===== config.mk =====
export PLATFORM = sky130hd
export DESIGN_NAME = mc_cpu_ctrl
export DESIGN_NICKNAME = d
export VERILOG_FILES = /design/src/rtl/mc_cpu_pkg.sv /design/src/rtl/mc_op_decode.sv /design/src/rtl/mc_cpu_ctrl.sv
export SDC_FILE = /design/constraint.sdc
export NUM_CORES = 1
export LEC_CHECK = 0
export ABC_AREA = 1
export CAP_MARGIN = 20
export CORE_MARGIN = 2
export CORE_UTILIZATION = 35
export CTS_CLUSTER_SIZE = 12
export DETAILED_ROUTE_END_ITERATION = 8
export DONT_BUFFER_PORTS = 1
export HOLD_SLACK_MARGIN = 0.15
export PLACE_DENSITY = 0.57
export SYNTH_ARGS = -nofsm -noshare
export SYNTH_HDL_FRONTEND = slang
export SYNTH_SLANG_ARGS = --single-unit

===== constraint.sdc =====
create_clock -name clk -period 1.02 [get_ports clk]
set_input_delay 0.051 -clock clk [delete_from_list [all_inputs] [get_ports clk]]
set_output_delay 0.051 -clock clk [all_outputs]
set_load 0.05 [all_outputs]

===== src/rtl/mc_cpu_pkg.sv =====
// Shared encodings for the multi-cycle MIPS control slice: FSM states,
// opcodes and the ALU / operand / PC-source select codes.
package mc_cpu_pkg;

  typedef enum logic [3:0] {
    ST_INIT      = 4'd0,
    ST_FETCH     = 4'd1,
    ST_DECODE    = 4'd2,
    ST_MEM_ADDR  = 4'd3,
    ST_MEM_READ  = 4'd4,
    ST_MEM_WB    = 4'd5,
    ST_MEM_WRITE = 4'd6,
    ST_EXEC      = 4'd7,
    ST_R_WB      = 4'd8,
    ST_BRANCH    = 4'd9,
    ST_JUMP      = 4'd10,
    ST_ADDI_EX   = 4'd11,
    ST_I_WB      = 4'd12,
    ST_TRAP      = 4'd13
  } state_t;

  localparam logic [5:0] OP_R    = 6'b000000;
  localparam logic [5:0] OP_LW   = 6'b100011;
  localparam logic [5:0] OP_SW   = 6'b101011;
  localparam logic [5:0] OP_BEQ  = 6'b000100;
  localparam logic [5:0] OP_J    = 6'b000010;
  localparam logic [5:0] OP_ADDI = 6'b001000;

  localparam logic [1:0] ALU_ADD   = 2'd0;
  localparam logic [1:0] ALU_SUB   = 2'd1;
  localparam logic [1:0] ALU_FUNCT = 2'd2;

  localparam logic [1:0] SRCB_B       = 2'd0;
  localparam logic [1:0] SRCB_FOUR    = 2'd1;
  localparam logic [1:0] SRCB_IMM     = 2'd2;
  localparam logic [1:0] SRCB_IMM_SH2 = 2'd3;

  localparam logic [1:0] PCS_ALU    = 2'd0;
  localparam logic [1:0] PCS_ALUOUT = 2'd1;
  localparam logic [1:0] PCS_JUMP   = 2'd2;
  localparam logic [1:0] PCS_EXC    = 2'd3;

endpackage


===== src/rtl/mc_op_decode.sv =====
// Combinational opcode dispatch for DECODE plus the load/store split used in
// MEM_ADDR. MC_CTRL_EXC_EN selects TRAP vs. FETCH (NOP) for illegal opcodes.
module mc_op_decode
  import mc_cpu_pkg::*;
(
  input  logic [5:0] opcode,
  output state_t     dispatch,
  output logic       is_mem_load
);

  // Map the opcode onto the first execute-phase state
  always_comb begin
    dispatch    = ST_FETCH;
    is_mem_load = (opcode == OP_LW);
    case (opcode)
      OP_R:    dispatch = ST_EXEC;
      OP_LW:   dispatch = ST_MEM_ADDR;
      OP_SW:   dispatch = ST_MEM_ADDR;
      OP_BEQ:  dispatch = ST_BRANCH;
      OP_J:    dispatch = ST_JUMP;
      OP_ADDI: dispatch = ST_ADDI_EX;
`ifdef MC_CTRL_EXC_EN
      default: dispatch = ST_TRAP;
`else
      default: dispatch = ST_FETCH;
`endif
    endcase
  end

endmodule


===== src/rtl/mc_cpu_ctrl.sv =====
// Moore control FSM for the multi-cycle MIPS datapath. Define MC_CTRL_EXC_EN
// to build the TRAP state for illegal opcodes; otherwise they act as NOPs.
module mc_cpu_ctrl
  import mc_cpu_pkg::*;
#(
  parameter int USE_MEM_READY = 1,
  parameter int STATE_W       = 4
) (
  input  logic               clk,
  input  logic               rst,
  input  logic [5:0]         opcode,
  input  logic               zero,
  input  logic               mem_ready,
  output logic               pc_ce,
  output logic               ir_ce,
  output logic               mdr_ce,
  output logic               ab_ce,
  output logic               alu_out_ce,
  output logic               mem_rd,
  output logic               mem_wr,
  output logic               iord,
  output logic               reg_we,
  output logic               reg_dst,
  output logic               mem_to_reg,
  output logic               alu_src_a,
  output logic [1:0]         alu_src_b,
  output logic [1:0]         alu_op,
  output logic [1:0]         pc_src,
  output logic               exc,
  output logic [STATE_W-1:0] state
);

  state_t state_r;
  state_t state_nxt_s;
  state_t dispatch_s;
  logic   is_mem_load_s;
  logic   mem_ok_s;

  assign mem_ok_s = (USE_MEM_READY != 0) ? mem_ready : 1'b1;
  assign state    = STATE_W'(state_r);

  mc_op_decode u_dec (
    .opcode      (opcode),
    .dispatch    (dispatch_s),
    .is_mem_load (is_mem_load_s)
  );

  // State register; rst pulls the FSM back to INIT without waiting for clk
  always_ff @(posedge clk or posedge rst) begin
    if (rst) begin
      state_r <= ST_INIT;
    end else begin
      state_r <= state_nxt_s;
    end
  end

  // Next-state and state-decoded outputs, gated by mem_ready / zero only
  always_comb begin
    state_nxt_s = state_r;
    pc_ce       = 1'b0;
    ir_ce       = 1'b0;
    mdr_ce      = 1'b0;
    ab_ce       = 1'b0;
    alu_out_ce  = 1'b0;
    mem_rd      = 1'b0;
    mem_wr      = 1'b0;
    iord        = 1'b0;
    reg_we      = 1'b0;
    reg_dst     = 1'b0;
    mem_to_reg  = 1'b0;
    alu_src_a   = 1'b0;
    alu_src_b   = SRCB_B;
    alu_op      = ALU_ADD;
    pc_src      = PCS_ALU;
    exc         = 1'b0;
    case (state_r)
      ST_INIT: state_nxt_s = ST_FETCH;
      ST_FETCH: begin
        mem_rd    = 1'b1;
        alu_src_b = SRCB_FOUR;
        ir_ce     = mem_ok_s;
        pc_ce     = mem_ok_s;
        if (mem_ok_s) begin
          state_nxt_s = ST_DECODE;
        end else begin
          state_nxt_s = ST_FETCH;
        end
      end
      ST_DECODE: begin
        ab_ce       = 1'b1;
        alu_out_ce  = 1'b1;
        alu_src_b   = SRCB_IMM_SH2;
        state_nxt_s = dispatch_s;
      end
      ST_MEM_ADDR: begin
        alu_src_a   = 1'b1;
        alu_src_b   = SRCB_IMM;
        alu_out_ce  = 1'b1;
        state_nxt_s = is_mem_load_s ? ST_MEM_READ : ST_MEM_WRITE;
      end
      ST_MEM_READ: begin
        mem_rd = 1'b1;
        iord   = 1'b1;
        mdr_ce = mem_ok_s;
        if (mem_ok_s) begin
          state_nxt_s = ST_MEM_WB;
        end else begin
          state_nxt_s = ST_MEM_READ;
        end
      end
      ST_MEM_WB: begin
        reg_we      = 1'b1;
        mem_to_reg  = 1'b1;
        state_nxt_s = ST_FETCH;
      end
      ST_MEM_WRITE: begin
        mem_wr = 1'b1;
        iord   = 1'b1;
        if (mem_ok_s) begin
          state_nxt_s = ST_FETCH;
        end else begin
          state_nxt_s = ST_MEM_WRITE;
        end
      end
      ST_EXEC: begin
        alu_src_a   = 1'b1;
        alu_op      = ALU_FUNCT;
        alu_out_ce  = 1'b1;
        state_nxt_s = ST_R_WB;
      end
      ST_R_WB: begin
        reg_we      = 1'b1;
        reg_dst     = 1'b1;
        state_nxt_s = ST_FETCH;
      end
      ST_BRANCH: begin
        alu_src_a   = 1'b1;
        alu_op      = ALU_SUB;
        pc_src      = PCS_ALUOUT;
        pc_ce       = zero;
        state_nxt_s = ST_FETCH;
      end
      ST_JUMP: begin
        pc_src      = PCS_JUMP;
        pc_ce       = 1'b1;
        state_nxt_s = ST_FETCH;
      end
      ST_ADDI_EX: begin
        alu_src_a   = 1'b1;
        alu_src_b   = SRCB_IMM;
        alu_out_ce  = 1'b1;
        state_nxt_s = ST_I_WB;
      end
      ST_I_WB: begin
        reg_we      = 1'b1;
        state_nxt_s = ST_FETCH;
      end
`ifdef MC_CTRL_EXC_EN
      ST_TRAP: begin
        exc         = 1'b1;
        pc_src      = PCS_EXC;
        pc_ce       = 1'b1;
        state_nxt_s = ST_FETCH;
      end
`endif
      default: state_nxt_s = ST_INIT;
    endcase
  end

endmodule


==> flow_results.xml, run 1 <==
<?xml version="1.0" encoding="UTF-8"?>
<metrics>
  <group name="yosys">
    <metric name="synth.net_count" unit="">104</metric>
    <metric name="ys_warn_count" unit="">0</metric>
    <metric name="synth.cell_area" unit="um2">506.7</metric>
    <metric name="ffs_latches_synth" unit="">4</metric>
    <metric name="synthesis.instances" unit="">94</metric>
    <metric name="seq_area_frac_synth" unit="%">19.75</metric>
    <metric name="synth.distinct_cells" unit="">17</metric>
    <metric name="post_synth.cell_area_avg" unit="um2">5.391</metric>
  </group>
  <group name="global_route">
    <metric name="largest_net_degree_at_the_start_of_global_routing" unit="">8</metric>
  </group>
  <group name="cts">
    <metric name="cts_made_buffers" unit="">3</metric>
    <metric name="clock-sinks" unit="">4</metric>
    <metric name="cts_htree_levels" unit="">1</metric>
    <metric name="clockRootBuffer" unit="">sky130_fd_sc_hd__clkbuf_4</metric>
    <metric name="max-clock-path-buffers" unit="">2</metric>
  </group>
  <group name="placed_design">
    <metric name="hpwl" unit="um">1457</metric>
    <metric name="place_area" unit="um2">913.4</metric>
    <metric name="final_weighted_congestion_in_routability_driven_placement" unit="">0.7732</metric>
    <metric name="port-buffer-count" unit="">0</metric>
    <metric name="placed_cells_incl_taps" unit="">134</metric>
  </group>
  <group name="status">
    <metric name="tool.error" unit="">[ERROR DPL-0038] Utilization greater than 100%, impossible to legalize</metric>
    <metric name="failed_stage" unit="">global routing (5_1_grt)</metric>
    <metric name="run_status" unit="">stopped before the end</metric>
  </group>
  <group name="sta">
    <metric name="worstEndpointType" unit="">primary output</metric>
    <metric name="timing.grt.repair.worst_endpoint" unit="">mem_rd</metric>
  </group>
  <group name="floorplanning">
    <metric name="die_width" unit="um">42.05</metric>
    <metric name="row_count" unit="">13</metric>
    <metric name="pin_count" unit="">33</metric>
    <metric name="initial_standard_cell_utilization_of_the_core" unit="%">37.99</metric>
    <metric name="die_height" unit="um">42.05</metric>
  </group>
</metrics>
==> per-stage QoR <==
step	util (%)	setup TNS, ns	worst slack (ns)
2_1_floorplan	-	-6.808	-0.4799
3_3_place_gp	68.48	-2.712	-0.1766
3_5_place_dp	68.48	-2.951	-0.2021
4_1_cts	91.84	-7.355	-0.4164
==> what timing repair did <==
item	in CTS
hold buffers	10
pin swaps	14
setup endpoints to repair	24
setup buffers	10
hold endpoints to repair	8
resized for setup	29
==> cells in the mapped netlist <==
library cell | instances | area (um2)
sky130_fd_sc_hd__buf_4 | 2 | 15.01
sky130_fd_sc_hd__conb_1 | 1 | 3.750
sky130_fd_sc_hd__dfrtp_1 | 4 | 100.1
sky130_fd_sc_hd__inv_1 | 15 | 56.30
sky130_fd_sc_hd__inv_2 | 5 | 18.77
sky130_fd_sc_hd__nand2_1 | 20 | 75.07
sky130_fd_sc_hd__nand2_2 | 5 | 31.28
sky130_fd_sc_hd__nand2_4 | 1 | 11.26
sky130_fd_sc_hd__nand3_1 | 6 | 30.03
sky130_fd_sc_hd__nand4_1 | 4 | 25.02
sky130_fd_sc_hd__nor2_1 | 22 | 82.58
sky130_fd_sc_hd__nor2_2 | 2 | 12.51
sky130_fd_sc_hd__nor2_4 | 1 | 11.26
sky130_fd_sc_hd__nor3_1 | 1 | 5.000
sky130_fd_sc_hd__o211ai_1 | 1 | 7.510
sky130_fd_sc_hd__o21ai_0 | 3 | 15.01
sky130_fd_sc_hd__o22ai_1 | 1 | 6.260
==> cells by family after synthesis <==
kind of cell | count (synthesis) | share of synthesized area [%]
DFF | 4 | 19.75
and+or+nand+nor | 62 | 56.05
AOI/OAI and AO/OA | 5 | 5.679
other | 1 | 0.7400
buffers and inverters | 22 | 17.78
==> run 2: changes to the inputs <==
--- a/config.mk
+++ b/config.mk
@@ -7,13 +7,11 @@
 export LEC_CHECK = 0
 export ABC_AREA = 1
 export CAP_MARGIN = 20
-export CORE_MARGIN = 2
-export CORE_UTILIZATION = 35
-export CTS_CLUSTER_SIZE = 12
+export CORE_AREA = 2 2 63 65
 export DETAILED_ROUTE_END_ITERATION = 8
+export DIE_AREA = 0 0 65 67
 export DONT_BUFFER_PORTS = 1
-export HOLD_SLACK_MARGIN = 0.15
-export PLACE_DENSITY = 0.57
+export PLACE_DENSITY_LB_ADDON = 0.15
 export SYNTH_ARGS = -nofsm -noshare
 export SYNTH_HDL_FRONTEND = slang
 export SYNTH_SLANG_ARGS = --single-unit
==> constraint.sdc (replaced) <==
create_clock -name clk -period 1.3 [get_ports clk]
set_input_delay 0.065 -clock clk [delete_from_list [all_inputs] [get_ports clk]]
set_output_delay 0.065 -clock clk [all_outputs]
set_load 0.05 [all_outputs]
==> flow_results.xml, run 2 <==
<?xml version="1.0" encoding="UTF-8"?>
<metrics>
  <group name="power">
    <metric name="clkPwrFrac" unit="%">8.5</metric>
    <metric name="cellLeakagePower" unit="nW">0.5739</metric>
    <metric name="power.share.combinational" unit="%">82.9</metric>
    <metric name="power_switching_share" unit="%">56.83</metric>
    <metric name="power_density" unit="mW/mm2">2617</metric>
    <metric name="power.net_switching" unit="W">0.001721</metric>
    <metric name="design_power_total" unit="W">0.003028</metric>
    <metric name="intPower" unit="W">0.001307</metric>
    <metric name="pwr-share-seq" unit="%">8.7</metric>
    <metric name="power.ir.vdd_worst" unit="V">0.0005697</metric>
  </group>
  <group name="sta">
    <metric name="period_needed" unit="ns">1.378</metric>
    <metric name="finalSetupViolations" unit="">9</metric>
    <metric name="final_critical_path_setup_slack" unit="ns">-0.07823</metric>
    <metric name="min_period_over_period" unit="%">106.0</metric>
    <metric name="maxClockFrequency" unit="MHz">725.6</metric>
    <metric name="timing_max_transition_violations_final" unit="">0</metric>
    <metric name="skew" unit="ns">0.003514</metric>
    <metric name="hold_violations" unit="">0</metric>
    <metric name="rsz0062_at_grt" unit="">yes</metric>
  </group>
  <group name="setup_path">
    <metric name="critical_path_buf_inv_count" unit="">2</metric>
    <metric name="worst_ep_required_time" unit="ns">1.24</metric>
    <metric name="crit_fanout" unit="">5</metric>
    <metric name="worstSetupEndpointType" unit="">primary output</metric>
    <metric name="critical-path-slowest-cell" unit="">sky130_fd_sc_hd__dfrtp_2</metric>
    <metric name="critPathMaxStageDelay" unit="ns">0.44</metric>
    <metric name="worst_ep_arrival_time" unit="ns">1.31</metric>
    <metric name="criticalPathCategory" unit="">register to primary output</metric>
    <metric name="cp.depth" unit="">4</metric>
    <metric name="timing.critical_path.cells" unit="">inv_4 -&gt; nand4_1 -&gt; nor2_4 -&gt; buf_12</metric>
    <metric name="cp_top_family" unit="">flip-flops</metric>
    <metric name="start_kind" unit="">register</metric>
    <metric name="r2r_cells" unit="">7</metric>
  </group>
  <group name="floorplanning">
    <metric name="initial_standard_cell_utilization_of_the_core" unit="%">14.05</metric>
    <metric name="pin_count" unit="">33</metric>
    <metric name="core-area" unit="mm2">0.003606</metric>
    <metric name="die_height" unit="um">67</metric>
    <metric name="die_width" unit="um">65</metric>
    <metric name="row_count" unit="">22</metric>
    <metric name="die_area" unit="mm2">0.004355</metric>
  </group>
  <group name="placed_design">
    <metric name="place_area" unit="um2">893.4</metric>
    <metric name="port-buffer-count" unit="">0</metric>
    <metric name="hpwl" unit="um">1493</metric>
    <metric name="post_placement_worst_setup_slack" unit="ns">0.1056</metric>
    <metric name="final_weighted_congestion_in_routability_driven_placement" unit="">0.7300</metric>
  </group>
  <group name="global_route">
    <metric name="grt_pass1_wl" unit="um">2904</metric>
    <metric name="largest_net_degree_at_the_start_of_global_routing" unit="">6</metric>
    <metric name="first_global_vias" unit="">675</metric>
    <metric name="globalRouteOverflowTotal" unit="">0</metric>
    <metric name="antenna_found_initial" unit="">0</metric>
    <metric name="gr-usage-all-layers" unit="%">8.689</metric>
  </group>
  <group name="final_layout">
    <metric name="final_layout_size_suffix_gt1_share" unit="%">61.90</metric>
    <metric name="largest_register_ffs" unit="">4</metric>
    <metric name="fin_util" unit="%">32.10</metric>
    <metric name="final_cell_area" unit="mm2">0.001157</metric>
    <metric name="antenna_cells_inserted" unit="">0</metric>
    <metric name="layout-area-overhead-vs-synth" unit="%">128.4</metric>
    <metric name="final_net_count" unit="">138</metric>
    <metric name="leading_cell_type_in_the_layout_fill_and_taps_excluded" unit="">sky130_fd_sc_hd__buf_4</metric>
    <metric name="most-common-layout-cells" unit="">14 x sky130_fd_sc_hd__buf_4, 13 x sky130_fd_sc_hd__nand2_1, 13 x sky130_fd_sc_hd__nor2_1</metric>
  </group>
  <group name="yosys">
    <metric name="fraction_of_the_mapped_netlist_area_in_compound_gates" unit="%">5.679</metric>
    <metric name="synthMostInstantiatedCell" unit="">sky130_fd_sc_hd__nor2_1</metric>
    <metric name="netlist_top_cells_area" unit="">sky130_fd_sc_hd__dfrtp_1 20%, sky130_fd_sc_hd__nor2_1 16%, sky130_fd_sc_hd__nand2_1 15%</metric>
    <metric name="synth_xor_area_share" unit="%">0</metric>
    <metric name="synth.mux.area_fraction" unit="%">0</metric>
    <metric name="post_synth_most_frequent_cells" unit="">22 x sky130_fd_sc_hd__nor2_1, 20 x sky130_fd_sc_hd__nand2_1, 15 x sky130_fd_sc_hd__inv_1</metric>
    <metric name="area_share_of_the_leading_cell_type_in_the_synthesized_netlist" unit="%">19.75</metric>
    <metric name="async_reset_ff_share" unit="%">100.0</metric>
    <metric name="seq_area_frac_synth" unit="%">19.75</metric>
    <metric name="synth.net_count" unit="">104</metric>
    <metric name="post_synth.cell_area_avg" unit="um2">5.391</metric>
    <metric name="ys.flop_type" unit="">sky130_fd_sc_hd__dfrtp_1</metric>
    <metric name="ffs_latches_synth" unit="">4</metric>
    <metric name="post-synth-top-area-cell" unit="">sky130_fd_sc_hd__dfrtp_1</metric>
    <metric name="synth.distinct_cells" unit="">17</metric>
    <metric name="simple_gate_share_of_the_synthesized_area" unit="%">56.05</metric>
    <metric name="synth-edff-count" unit="">0</metric>
    <metric name="yosys.area_share.adder" unit="%">0</metric>
    <metric name="ys_warn_count" unit="">0</metric>
    <metric name="dominant_combinational_cell_family_by_area_after_synthesis" unit="">simple AND/OR/NAND/NOR gates</metric>
    <metric name="synthesis.instances" unit="">94</metric>
    <metric name="synth.cell_area" unit="um2">506.7</metric>
  </group>
  <group name="cts">
    <metric name="max-clock-path-buffers" unit="">2</metric>
    <metric name="clock-sinks" unit="">4</metric>
    <metric name="clock_insertion_delay_at_the_later_pin_of_the_skew_report" unit="ns">0.22</metric>
    <metric name="cts_made_buffers" unit="">3</metric>
    <metric name="clockRootBuffer" unit="">sky130_fd_sc_hd__clkbuf_8</metric>
    <metric name="cts_htree_levels" unit="">1</metric>
    <metric name="path_clk_slew" unit="ns">0.03</metric>
    <metric name="tritoncts" unit="">done</metric>
  </group>
  <group name="route">
    <metric name="dr_total_vias" unit="">667</metric>
    <metric name="drt_drc_violations_left" unit="">0</metric>
    <metric name="ant_nets" unit="">0</metric>
    <metric name="drt_iter0_markers" unit="">7</metric>
    <metric name="finalWirelength" unit="um">1839</metric>
    <metric name="routedWlPerCell" unit="um">10.57</metric>
    <metric name="vias_per_cell" unit="">3.833</metric>
    <metric name="first_pass_iters" unit="">4</metric>
  </group>
  <group name="status">
    <metric name="violated_checks" unit="">setup timing</metric>
    <metric name="run_status" unit="">complete, but fails checks</metric>
  </group>
  <group name="run">
    <metric name="drv.max_cap_violation_count" unit="">0</metric>
  </group>
  <group name="worst_hold_path">
    <metric name="hold_class" unit="">input port to register</metric>
    <metric name="worst_hold_path.num_cells" unit="">4</metric>
  </group>
</metrics>
==> run 2: cell counts after synthesis <==
No cell type changed its count.
==> run 2: power by group through the flow <==
stage | Clock (W) | Combinational [W] | Sequential [W]
after floorplan | 0 | 0.00128 | 0.000407
after global placement | 0 | 0.00211 | 0.000250
after detailed placement | 0 | 0.00210 | 0.000252
after CTS | 0.000262 | 0.00237 | 0.000249
after global routing | 0.000273 | 0.00265 | 0.000268
final | 0.000256 | 0.00251 | 0.000263
==> run 2: worst register-to-register path: cells and delay by family, from the launching register on <==
family / cells / cell delay (ns)
buffers and inverters: 3 / 0.32
and+or+nand+nor: 4 / 0.43
DFF: 1 / 0.43
==> run 2: what timing repair did <==
action	CTS	global route
hold buffers	1	0
gates resized for setup	19	19
setup buffers	6	4
hold endpoints to repair	4	0
pin swaps	6	8
endpoints found under the setup margin	13	16
==> run 2: kinds of logic (layout without fill, tap and decap cells) <==
kind of cell / count (synthesis) / count (layout)
AND/OR/NAND/NOR: 62 / 62
buffers and inverters: 22 / 54
AO/OA/AOI/OAI: 5 / 5
flip-flops: 4 / 4
other: 1 / 1
==> run 2: routing by layer <==
layer	track usage [%]	part of all wire, %	wire length (um)	up-vias
met1	10.58	39	711	291
met3	2.196	7.7	142	2
li1	-	-	-	346
met5	0	0	0	-
met4	3.989	1.3	23	0
met2	14.30	52	962	28
==> run 2: path summary, 6_finish.rpt <==
| check | to | slack, ns | start |
|---|---|---|---|
| worst min-delay path | state[0] | 0.14 | opcode[0] |
| worst min register to register | state[0] | 0.71 | state[1] |
| min in group asynchronous | state[2] | 0.18 | rst |
| worst max-delay path | mdr_ce | -0.08 | state[0] |
| max in group asynchronous | state[3] | 0.95 | rst |
| worst max register to register | state[2] | 0.04 | state[3] |
==> run 2: layout make-up <==
type | instances | area [um2]
Fill cell | 391 | 2449
Multi-Input combinational cell | 68 | 471.7
Timing Repair Buffer | 31 | 377.9
Sequential cell | 4 | 105.1
Inverter | 20 | 101.3
Tap cell | 48 | 60.06
Clock buffer | 3 | 41.29
==> run 2: stage by stage <==
step                hold WS (ns)  setup TNS [ns]  std cells
CTS                       0.1680         -0.4865        170
global route              0.1850         -0.9521        174
finish                    0.1408         -0.3724        174
global placement         -0.1484               0        160
floorplan                -0.1689          -1.761         94
detailed placement       -0.1479               0        160
Power figures use the tool's default switching activity.
